--- config.mk ---
export PLATFORM = sky130hd
export DESIGN_NAME = shift_normalizer
export DESIGN_NICKNAME = d
export VERILOG_FILES = /design/src/rtl/shift_normalizer_pkg.sv /design/src/rtl/shift_normalizer.sv
export SDC_FILE = /design/constraint.sdc
export NUM_CORES = 1
export LEC_CHECK = 0
export ABC_CLOCK_PERIOD_IN_PS = 2650
export CORE_MARGIN = 1.5
export CORE_UTILIZATION = 52
export CTS_CLUSTER_SIZE = 24
export DETAILED_ROUTE_END_ITERATION = 8
export HOLD_SLACK_MARGIN = 0.1
export PLACE_DENSITY = 0.81
export SLEW_MARGIN = 15
export SYNTH_ARGS = -nofsm -noshare
export SYNTH_HDL_FRONTEND = slang
export SYNTH_SLANG_ARGS = --single-unit
--- constraint.sdc ---
create_clock -name clk -period 2.65 [get_ports clk]
set_input_delay 0.795 -clock clk [delete_from_list [all_inputs] [get_ports clk]]
set_output_delay 0.795 -clock clk [all_outputs]
set_load 0.01 [all_outputs]
--- src/rtl/shift_normalizer_pkg.sv ---
// ============================================================================
// shift_normalizer_pkg : FSM states and direction encoding for shift_normalizer
// Rev 1.0
// ============================================================================
`default_nettype none

package shift_normalizer_pkg;

  typedef enum logic [0:0] {
    IDLE  = 1'b0,
    SHIFT = 1'b1
  } state_t;

  // Same sr encoding as the variable shifter, so shamt can be fed straight back
  localparam logic DIR_LEFT  = 1'b0;
  localparam logic DIR_RIGHT = 1'b1;

endpackage

`default_nettype wire

--- src/rtl/shift_normalizer.sv ---
// ============================================================================
// shift_normalizer : iterative one-bit-per-cycle normalizer, start/busy/done
// Rev 1.0
// ============================================================================
`default_nettype none

module shift_normalizer #(
  parameter  int WIDTH = 4,
  localparam int SHW   = $clog2(WIDTH)
) (
  input  logic             clk,
  input  logic             nrst,
  input  logic             start,
  input  logic             sr,
  input  logic [WIDTH-1:0] data_in,
  output logic             busy,
  output logic             done,
  output logic [WIDTH-1:0] data_out,
  output logic [SHW-1:0]   shamt,
  output logic             zero
);

  import shift_normalizer_pkg::*;

  state_t           r_state;
  logic [WIDTH-1:0] r_work;
  logic [SHW-1:0]   r_count;
  logic             r_sr;

  logic             w_target;
  logic [WIDTH-1:0] w_next;

  // Bit that must end up set, and the work word moved one step toward it
  assign w_target = (r_sr == DIR_RIGHT) ? r_work[0] : r_work[WIDTH-1];
  assign w_next   = (r_sr == DIR_RIGHT) ? {1'b0, r_work[WIDTH-1:1]}
                                        : {r_work[WIDTH-2:0], 1'b0};

  always_ff @(posedge clk or negedge nrst) begin
    if (!nrst) begin
      r_state  <= IDLE;
      r_work   <= '0;
      r_count  <= '0;
      r_sr     <= DIR_LEFT;
      busy     <= 1'b0;
      done     <= 1'b0;
      data_out <= '0;
      shamt    <= '0;
      zero     <= 1'b0;
    end else begin
      done <= 1'b0;
      case (r_state)
        IDLE: begin
          if (start) begin
            if (data_in == '0) begin
              // Nothing to normalize: finish at the accepting edge
              done     <= 1'b1;
              zero     <= 1'b1;
              shamt    <= '0;
              data_out <= '0;
            end else begin
              r_work  <= data_in;
              r_sr    <= sr;
              r_count <= '0;
              busy    <= 1'b1;
              r_state <= SHIFT;
            end
          end
        end
        SHIFT: begin
          if (w_target) begin
            data_out <= r_work;
            shamt    <= r_count;
            zero     <= 1'b0;
            done     <= 1'b1;
            busy     <= 1'b0;
            r_state  <= IDLE;
          end else begin
            r_work  <= w_next;
            r_count <= r_count + SHW'(1);
          end
        end
        default: r_state <= IDLE;
      endcase
    end
  end

endmodule

`default_nettype wire
==> results.tsv <==
stage	metric	value	unit
setup_path	top fanout value on the critical path	7	
logic_synthesis	xor and xnor fraction of the mapped netlist area	0	
clock_tree	clk sink count	17	
setup_path	arrival time of data at the critical path endpoint	2.27	ns
clock_tree	number of clock buffers inserted by TritonCTS	3	
setup_path	crit path kind	in -> reg	
global_routing	maximum number of pins on one net before global-route repair	18	
logic_synthesis	proportion of synthesized flip-flops having asynchronous set or reset	1.00	
clock_tree	number of gates resized after cts	0	
timing	total of endpoints with negative setup slack in the final report	0	
clock_tree	Post-CTS Repair Setup Buffers	0	
final_layout	post-route non-filler standard cell count	103	
setup_path	required time at the worst-slack endpoint	2.83	ns
logic_synthesis	commonest register cell after synthesis	sky130_fd_sc_hd__dfrtp_1	
routing	M1 WL	787	um
placement	HPWL Detailed	1230	um
routing	number of optimization iterations in the first detailed-route pass	4	
pwr	switching part of the total	0.382	
global_routing	first-pass GRT wire length	2900	um
placement	count of input and output buffers	16	
timing	maximum clock frequency	0.479	GHz
logic_synthesis	synthesized net count	76	
setup_path	buffers plus inverters on the worst setup path	1	
timing	number of pins exceeding their max-slew limit in the final report	0	
logic_synthesis	count of flip-flops with a built-in enable after synthesis	0	
pwr	Clk network pwr share	0.112	
setup_path	crit start category	input port	
logic_synthesis	top cell type's share of synthesized area	0.510	
setup_path	family of cells with the greatest summed delay on the critical path	compound AO/OA/AOI/OAI gates	
routing	via/cell ratio	6.28	
routing	wire per inst	15.9	um
logic_synthesis	top cells by area in the synthesized netlist	sky130_fd_sc_hd__dfrtp_1 51%, sky130_fd_sc_hd__a22o_1 6.3%, sky130_fd_sc_hd__mux2_2 4.0%, sky130_fd_sc_hd__o21ai_0 3.6%, sky130_fd_sc_hd__mux2i_4 2.7%	
timing	Final period util	0.788	
logic_synthesis	largest area contributor in the synthesized netlist	sky130_fd_sc_hd__dfrtp_1	
clock_tree	CTS Hold Buffers Added	0	
global_routing	global routing usage summed across all routing layers	0.220	
setup_path	Max stage delay on crit path	0.50	ns
routing	Vias	647	
placement	Post-DP Area	1010	um^2
clock_tree	later-pin clock latency in the skew report	0.29	ns
pwr	Max rail drop VDD	0.600	mV
final_layout	number of diodes added for antenna fixing	0	
logic_synthesis	post-synthesis sequential area ratio	0.510	
placement	final weighted congestion in routability-driven placement	0.886	
clock_tree	clock slew at the register clock pins of the worst setup and hold paths	0.10	ns
floorplan	CORE AREA	1510	um^2
pwr	ratio of total power to cell area	1200	nW/um^2
logic_synthesis	simple-gate share of the synthesized area	0.115	
worst_hold_path	worst min path class	reg -> reg	
global_routing	total grt overflow	0	
clock_tree	Root Driver	sky130_fd_sc_hd__clkbuf_4	
routing	overall routed net length	1640	um
final_layout	count of nets after finishing	96	
floorplan	vertical extent of the die	43.1	um
pwr	Int Power	0.000765	W
job	number of violations of the max-capacitance limit	0	
floorplan	I/O Pins	17	
final_layout	share of cells above drive strength 1	0.149	
logic_synthesis	warning count from the yosys run	0	
routing	number of DRC violations after detailed routing	0	
setup_path	crit path max-delay cell type	sky130_fd_sc_hd__clkdlybuf4s50_1	
floorplan	cell row count	14	
routing	routed length on met3	79	um
timing	slew at the pin closest to its max-slew limit	0.716	ns
final_layout	post-route cell area	1030	um^2
logic_synthesis	flip-flop and latch count after synthesis	17	
clock_tree	CTS H-tree lvls	1	
pwr	combinational power share	0.480	
logic_synthesis	Post-Synthesis Cell Area	835	um^2
timing	final total negative setup slack	0	ns
routing	Routed Antenna Nets	0	
routing	highest routed layer	met4	
routing	met2 WL	755	um
logic_synthesis	main combinational cell family by area after synthesis	compound AO/OA/AOI/OAI gates	
timing	minimum period implied by the final worst setup slack	2.09	ns
logic_synthesis	most common cell in the netlist	sky130_fd_sc_hd__dfrtp_1	
placement	Inst Count DP	99	
floorplan	initial cell density of the core	0.554	
routing	Detailed Route Iter0 Violations	24	
clock_tree	CTS tree	built	
pwr	sequential group share of total power	0.408	
floorplan	overall die width	43.1	um
clock_tree	maximum count of clock buffers along a single path	2	
timing	Hold Fails Final Rpt	0	
pwr	switching pwr	0.000473	W
global_routing	via count of the first global-routing pass	629	
logic_synthesis	mux contribution to synthesized area	0.0915	
pwr	static leakage	0.442	nW
outcome	status	finished, final reports clean	
logic_synthesis	Adder-Cell Fraction of Synth Area	0	
logic_synthesis	compound-cell area share of the yosys netlist	0.247	
logic_synthesis	ranking of synthesized cells by instance count	17 x sky130_fd_sc_hd__dfrtp_1, 6 x sky130_fd_sc_hd__a22o_1, 6 x sky130_fd_sc_hd__o21ai_0	
setup_path	critical path cell sequence	clkdlybuf4s50_1 -> or3_4 -> o32a_4 -> a22o_1	
global_routing	initial antenna violation count	0	
timing	unrepaired setup endpoints after global routing	no	
floorplan	Total Die Area	1850	um^2
setup_path	kind of end point of the critical path	register	
timing	headroom to the max-slew limit	0.521	
final_layout	area growth from synthesis to layout	24.0	%
timing	Clock Skew	0.00375	ns
logic_synthesis	Synth Area per Inst	12.3	um^2
logic_synthesis	cells after synthesis	68	
logic_synthesis	Unique masters post-synth	27	
## state kept, by name (all words and copies together), names as in the netlist
name,flops
r_work,4
busy,1
r_state,1
shamt,2
data_out,4
r_count,2
r_sr,1
done,1
zero,1
## power by group through the flow
| stage | combinational, W | sequential (W) | clock, W |
|---|---|---|---|
| 5_1_grt | 0.000657 | 0.000526 | 0.000150 |
| 3_5_place_dp | 0.000596 | 0.000509 | 0 |
| 3_3_place_gp | 0.000583 | 0.000509 | 0 |
| 2_1_floorplan | 0.000414 | 0.000482 | 0 |
| 6_report | 0.000594 | 0.000505 | 0.000139 |
| 4_1_cts | 0.000598 | 0.000505 | 0.000142 |
## per-layer routing
| metal | vias to the layer above | track usage |
|---|---|---|
| li1 | 299 | - |
| met1 | 319 | 0.306 |
| met2 | 27 | 0.309 |
| met3 | 2 | 0.0553 |
| met4 | 0 | 0.127 |
| met5 | - | 0 |
## cell type report
| class | count | area [um^2] |
|---|---|---|
| Clock inverter | 1 | 5.00 |
| Clock buffer | 3 | 22.5 |
| Inverter | 4 | 15.0 |
| Sequential cell | 17 | 425 |
| Fill cell | 129 | 472 |
| Timing Repair Buffer | 17 | 168 |
| Multi-Input combinational cell | 45 | 379 |
| Tap cell | 16 | 20.0 |
## logic make-up after synthesis
logic type | Yosys count
AOI/OAI and AO/OA | 24
DFF | 17
and+or+nand+nor | 15
muxes | 6
buffers and inverters | 6
## placed cells by master, fill, tap and decap left out, types with 2 or more instances in the layout
cell / count
sky130_fd_sc_hd__inv_1: 3
sky130_fd_sc_hd__nand3_1: 4
sky130_fd_sc_hd__o2bb2ai_1: 2
sky130_fd_sc_hd__nor2b_1: 2
sky130_fd_sc_hd__o21ai_0: 6
sky130_fd_sc_hd__dfrtp_1: 17
sky130_fd_sc_hd__nand2b_1: 2
sky130_fd_sc_hd__mux2i_1: 2
sky130_fd_sc_hd__clkbuf_4: 3
sky130_fd_sc_hd__mux2_2: 3
sky130_fd_sc_hd__clkdlybuf4s50_1: 16
sky130_fd_sc_hd__nand2_1: 3
sky130_fd_sc_hd__nor2_1: 2
sky130_fd_sc_hd__a22o_1: 6
## path summary, 6_finish.rpt
kind	from	cells after the start	slack [ns]	to
max	data_in[0]	4	0.56	data_out[0]
min	r_count[1]	1	0.49	r_count[1]
max reg2reg	r_sr	3	1.03	r_work[3]
min reg2reg	r_count[1]	1	0.49	r_count[1]
max in group asynchronous	nrst	1	1.28	r_sr
min in group asynchronous	nrst	1	0.92	busy
## stage by stage
stage	hold slack, ns	utilization	worst slack, ns	power (W)
after CTS	0.497	0.687	0.579	0.00125
after floorplan	0.439	-	0.840	0.000895
after global routing	0.514	0.687	0.549	0.00133
final	0.494	0.687	0.561	0.00124
after detailed placement	0.483	0.669	0.259	0.00111
after global placement	0.471	0.669	0.273	0.00109
(Power assumes the default switching activity.)
